## config.mk

```make
export PLATFORM = sky130hd
export DESIGN_NAME = mc_control_fsm
export DESIGN_NICKNAME = d
export VERILOG_FILES = /design/src/rtl/mc_control_fsm.sv
export SDC_FILE = /design/constraint.sdc
export NUM_CORES = 1
export LEC_CHECK = 0
export BUFFER_PORTS_ARGS = -buffer_cell sky130_fd_sc_hd__buf_2
export CAP_MARGIN = 20
export CORE_AREA = 2 2 39 41
export CTS_CLUSTER_SIZE = 10
export DETAILED_ROUTE_END_ITERATION = 8
export DIE_AREA = 0 0 41 43
export GPL_TIMING_DRIVEN = 0
export PLACE_DENSITY = 0.81
export REMOVE_ABC_BUFFERS = 1
export SETUP_SLACK_MARGIN = 0.2
export SLEW_MARGIN = 0
export SYNTH_ARGS = -nofsm -noshare
export SYNTH_HDL_FRONTEND = slang
export SYNTH_SLANG_ARGS = --single-unit
```

## constraint.sdc

```tcl
create_clock -name clk -period 2.45 [get_ports clk]
set_input_delay 0.245 -clock clk [delete_from_list [all_inputs] [get_ports clk]]
set_output_delay 0.245 -clock clk [all_outputs]
set_load 0.02 [all_outputs]
```

## src/rtl/mc_control_fsm.sv

```systemverilog
// Multi-cycle control FSM: sequences IF/ID/EX/MEM/WB for the datapath muxes and enables.
// Optional feature: define ECALL_HALT_EN to let ECALL with halt_cond=1 enter the absorbing HALT state.
module mc_control_fsm (
  input  logic       clk,
  input  logic       reset_n,
  input  logic [6:0] opcode,
  input  logic       mem_ready,
  input  logic       bcond,
  input  logic       halt_cond,
  output logic       pc_write,
  output logic       pc_write_cond,
  output logic       i_or_d,
  output logic       mem_read,
  output logic       mem_write,
  output logic       ir_write,
  output logic       reg_write,
  output logic [1:0] wb_sel,
  output logic       alu_src_a,
  output logic [1:0] alu_src_b,
  output logic [1:0] alu_op,
  output logic       pc_source,
  output logic       is_halted,
  output logic [2:0] state
);

  typedef enum logic [2:0] {
    S_IF   = 3'd0,
    S_ID   = 3'd1,
    S_EX   = 3'd2,
    S_MEM  = 3'd3,
    S_WB   = 3'd4,
    S_PC4  = 3'd5,
    S_HALT = 3'd6,
    S_BAD  = 3'd7
  } state_t;

  localparam logic [6:0] OP_R      = 7'b0110011;
  localparam logic [6:0] OP_I      = 7'b0010011;
  localparam logic [6:0] OP_LOAD   = 7'b0000011;
  localparam logic [6:0] OP_STORE  = 7'b0100011;
  localparam logic [6:0] OP_BRANCH = 7'b1100011;
  localparam logic [6:0] OP_JAL    = 7'b1101111;
  localparam logic [6:0] OP_JALR   = 7'b1100111;
  localparam logic [6:0] OP_ECALL  = 7'b1110011;

  state_t cur, nxt;

`ifndef ECALL_HALT_EN
  logic unused_halt_cond;
  assign unused_halt_cond = halt_cond;
`endif

  always_ff @(posedge clk or negedge reset_n) begin
    if (!reset_n) cur <= S_IF;
    else          cur <= nxt;
  end

  assign state = cur;

  always_comb begin
    nxt           = S_IF;
    pc_write      = 1'b0;
    pc_write_cond = 1'b0;
    i_or_d        = 1'b0;
    mem_read      = 1'b0;
    mem_write     = 1'b0;
    ir_write      = 1'b0;
    reg_write     = 1'b0;
    wb_sel        = 2'b00;
    alu_src_a     = 1'b0;
    alu_src_b     = 2'b00;
    alu_op        = 2'b00;
    pc_source     = 1'b0;
    is_halted     = 1'b0;

    case (cur)
      S_IF: begin
        mem_read = 1'b1;
        if (mem_ready) begin
          ir_write = 1'b1;
          nxt      = S_ID;
        end else begin
          nxt = S_IF;
        end
      end
      S_ID: begin
        alu_src_b = 2'b10;
        case (opcode)
          OP_R, OP_I, OP_LOAD, OP_STORE, OP_BRANCH, OP_JAL, OP_JALR: nxt = S_EX;
`ifdef ECALL_HALT_EN
          OP_ECALL: nxt = halt_cond ? S_HALT : S_PC4;
`endif
          default: nxt = S_PC4;
        endcase
      end
      S_EX: begin
        case (opcode)
          OP_R, OP_I: begin
            alu_src_a = 1'b1;
            alu_src_b = (opcode == OP_R) ? 2'b00 : 2'b10;
            alu_op    = 2'b10;
            nxt       = S_WB;
          end
          OP_LOAD, OP_STORE: begin
            alu_src_a = 1'b1;
            alu_src_b = 2'b10;
            nxt       = S_MEM;
          end
          OP_BRANCH: begin
            alu_src_a     = 1'b1;
            alu_op        = 2'b01;
            pc_write_cond = 1'b1;
            pc_source     = 1'b1;
            nxt           = bcond ? S_IF : S_PC4;
          end
          OP_JAL: begin
            alu_src_b = 2'b01;
            reg_write = 1'b1;
            wb_sel    = 2'b10;
            pc_write  = 1'b1;
            pc_source = 1'b1;
            nxt       = S_IF;
          end
          OP_JALR: begin
            alu_src_a = 1'b1;
            alu_src_b = 2'b10;
            nxt       = S_WB;
          end
          default: nxt = S_IF;
        endcase
      end
      S_MEM: begin
        i_or_d    = 1'b1;
        mem_read  = (opcode == OP_LOAD);
        mem_write = (opcode == OP_STORE);
        if (!mem_ready) begin
          nxt = S_MEM;
        end else if (opcode == OP_LOAD) begin
          nxt = S_WB;
        end else begin
          // Store retires here, so PC+4 is written back without a separate PC4 cycle
          pc_write  = (opcode == OP_STORE);
          alu_src_b = 2'b01;
          nxt       = S_IF;
        end
      end
      S_WB: begin
        reg_write = 1'b1;
        pc_write  = 1'b1;
        alu_src_b = 2'b01;
        pc_source = (opcode == OP_JALR);
        case (opcode)
          OP_LOAD: wb_sel = 2'b01;
          OP_JALR: wb_sel = 2'b10;
          default: wb_sel = 2'b00;
        endcase
        nxt = S_IF;
      end
      S_PC4: begin
        alu_src_b = 2'b01;
        pc_write  = 1'b1;
        nxt       = S_IF;
      end
      S_HALT: begin
        is_halted = 1'b1;
        nxt       = S_HALT;
      end
      default: nxt = S_IF;
    endcase

    // Reset must silence every enable at once, even though state decodes to IF
    if (!reset_n) begin
      pc_write      = 1'b0;
      pc_write_cond = 1'b0;
      i_or_d        = 1'b0;
      mem_read      = 1'b0;
      mem_write     = 1'b0;
      ir_write      = 1'b0;
      reg_write     = 1'b0;
      wb_sel        = 2'b00;
      alu_src_a     = 1'b0;
      alu_src_b     = 2'b00;
      alu_op        = 2'b00;
      pc_source     = 1'b0;
      is_halted     = 1'b0;
    end
  end

endmodule

```

==> flow_metrics.py <==
metrics = {
    "clock_tree": {
        "root_buffer": "clkbuf_4",
        "numCtsBuffers": 3,
        "cts_tree": "yes",
        "h-tree-depth": 1,
        "clkLatencyLatePin_ns": 0.23,
        "cts_setup_buffers": 0,
        "clk_pin_slew_ns": 0.04,
        "cts_sinks": 3,
        "cts_buffer_depth": 2,
    },
    "logic_synthesis": {
        "synth-edff-count": 0,
        "async_flop_share_pct": 100,
        "synth_top_flop_cell": "dfrtp_1",
        "yosysUniqueCellTypes": 33,
        "yosys_warnings": 0,
        "syn_area_per_cell_um2": 6.85,
        "synthCells": 82,
        "yosysSeqAreaShare_pct": 13.4,
        "synth_area_leaders": "dfrtp_1 13%, o21ai_0 7.1%, nor3_1 6.2%",
        "synth_top_cell_by_area": "dfrtp_1",
        "synth_seq_cells": 3,
        "synth_top_area_share_pct": 13.4,
        "netlist_area_um2": 562,
    },
    "worst_setup_path": {
        "critPathMaxStageDelay_ns": 0.48,
        "worstSetupStartpointType": "flip-flop",
        "cp_max_fo": 13,
        "crit_path_top_delay_cell": "dfrtp_2",
        "worstPathRequired_ns": 2.20,
        "critPathKind": "flip-flop to output pin",
        "end_kind": "output pin",
        "crit_arrival_ns": 1.90,
        "rr_startpoint": "state[1]",
        "cp_cell_sequence": "nand2b_2 -> or2_1 -> or3_2 -> o31ai_1 -> buf_4",
        "crit_start": "state[2]",
    },
    "min_path": {
        "hold_start": "bcond",
        "hold_path.class": "input pin to flip-flop",
    },
    "detailed_routing": {
        "drc": 0,
        "vias_per_cell": 5.56,
        "dr.pass1.iters": 4,
        "wl_um": 1520,
        "drtIter0Drc": 19,
        "routedWlPerCell_um": 12.1,
        "antenna_left": 0,
        "vias": 700,
    },
    "cells_and_area": {
        "largest_register_ffs": 3,
        "drive_above_1_share_pct": 36.4,
        "area_growth_syn_to_layout_pct": 31.2,
        "seq_area_um2": 77.6,
        "nFillCells": 143,
        "nets": 123,
        "multi_input_area_um2": 429,
        "antenna_cells": 0,
    },
    "run_status": {
        "status": "complete, no violations",
    },
    "die": {
        "die_h_um": 43,
        "initial_core_util_pct": 40.6,
        "ioPinCount": 31,
        "fp-row-count": 14,
        "dieArea_mm2": 0.00176,
        "core_area_mm2": 0.00138,
        "fp.dieW_um": 41,
    },
    "timing": {
        "hold_violations": 0,
        "period_share_pct": 87.6,
        "tightest_slew_ns": 0.412,
        "post-route-min-period_ns": 2.15,
        "fmax_mhz": 466,
        "slew_headroom_pct": 72.3,
        "drv_slew": 0,
        "tns_ns": 0,
        "setup_viol_count_final": 0,
        "rsz0062_at_grt": "false",
        "fin_skew_ns": 0.00422,
    },
    "power": {
        "power_uw": 501,
        "peakVddDrop_mv": 0.453,
        "p_per_area_mw_per_mm2": 679,
        "p_leak_uw": 0.000371,
    },
    "grt": {
        "antenna_found_initial": 0,
        "grt_pass1_vias": 590,
        "grt_first_pass_wirelength_um": 2430,
        "grt_overflow": 0,
        "grt_use_total_pct": 19.4,
        "grt_max_degree": 14,
    },
    "flow_run": {
        "maxCapViolCount": 0,
    },
    "placement": {
        "gp_congestion": 0.827,
        "hpwl_um": 1160,
        "portBuffers": 29,
    },
}
[cell type report]
class	instances	area share [%]
multi-input cells	66	58.2
repair buffers	30	21.4
flip-flops and latches	3	10.5
clock buffers	4	3.57
inverters	7	3.57
well taps	16	2.72
[synthesized netlist by cell type (all sizes together) (2+ instances only)]
master and n:
nor4 3, dfrtp 3, nand2b 5, a211oi 2
buf 5, nand2 4, nand4bb 2, o21ai 9
nor2 7, or2 3, a21oi 6, nor3 7
nor2b 2, nand3 3, o31ai 2, inv 7
[power breakdown]
| part | total, uW | internal, uW | leakage, uW | switching (uW) |
|---|---|---|---|---|
| clock network | 84.4 | 60.9 | 0.0000150 | 23.5 |
| logic | 288 | 112 | 0.000320 | 177 |
| registers | 128 | 71.3 | 0.0000359 | 56.8 |
[routing by layer]
layer / GRT usage, % / vias to the layer above / share of wire (%)
li1: - / 354 / -
met2: 30.6 / 26 / 51
met3: 3.14 / 0 / 4.8
met4: 4.00 / 0 / 0
met1: 26.9 / 320 / 44
met5: 0 / - / 0
[layout by cell type, fill, tap and decap left out, drive strengths merged]
| cell type | netlist | layout |
|---|---|---|
| buf | 5 | 29 |
| o21ai | 9 | 9 |
| inv | 7 | 7 |
| nor2 | 7 | 7 |
| nor3 | 7 | 7 |
| a21oi | 6 | 6 |
| nand2b | 5 | 5 |
| nand2 | 4 | 4 |
| clkbuf | 1 | 4 |
| nand3 | 3 | 3 |
| nor4 | 3 | 3 |
| or2 | 3 | 3 |
| dfrtp | 3 | 3 |
| nand4bb | 2 | 2 |
| nor2b | 2 | 2 |
| a211oi | 2 | 2 |
| o31ai | 2 | 2 |
| nand3b | 1 | 1 |
| or2b | 1 | 1 |
| a21o | 1 | 1 |
| and4 | 1 | 1 |
| nand4b | 1 | 1 |
| o211a | 1 | 1 |
| or3 | 1 | 1 |
| a32oi | 1 | 1 |
| o21a | 1 | 1 |
| o221a | 1 | 1 |
| and3 | 1 | 1 |
| dlygate4sd3 | 0 | 1 |
[stage by stage]
step	util (%)	hold slack, ns	worst slack (ns)	std cells	area [um^2]
final	53.3	0.342	0.304	126	737
after global routing	53.3	0.419	0.208	126	737
after CTS	52.7	0.351	0.210	126	729
after detailed placement	50.1	0.0842	0.451	121	693
after global placement	50.1	0.0782	0.475	121	693
after floorplan	-	-0.0506	0.494	76	528
[worst paths after layout]
kind | end | depth (start not counted) | slack, ns
setup / recovery | pc_source | 5 | 0.30
hold / removal | state[0] | 4 | 0.34
setup reg to reg | state[2] | 4 | 1.26
hold reg to reg | state[1] | 2 | 0.68
max in group asynchronous | state[2] | 2 | 1.80
min in group asynchronous | state[1] | 2 | 0.48
[logic make-up after synthesis]
kind of cell           count (synthesis)  synth area share [%]
buffers and inverters                 13                  10.7
and+or+nand+nor                       42                  46.8
AOI/OAI and AO/OA                     24                  29.2
DFF                                    3                  13.4
[what timing repair did]
| item | 4_1_cts | 5_1_grt |
|---|---|---|
| hold buffers | 1 | 0 |
| hold endpoints to repair | 3 | 0 |
| gates resized for setup | 0 | 4 |
| setup endpoints to repair | 0 | 3 |
[critical path, delay by kind of cell (launching register included)]
kind | cells | cell delay [ns]
buffers and inverters | 1 | 0.18
AO/OA/AOI/OAI | 1 | 0.08
AND/OR/NAND/NOR | 3 | 0.95
flip-flops | 1 | 0.48
No activity file was read; power rests on OpenSTA's default activity.
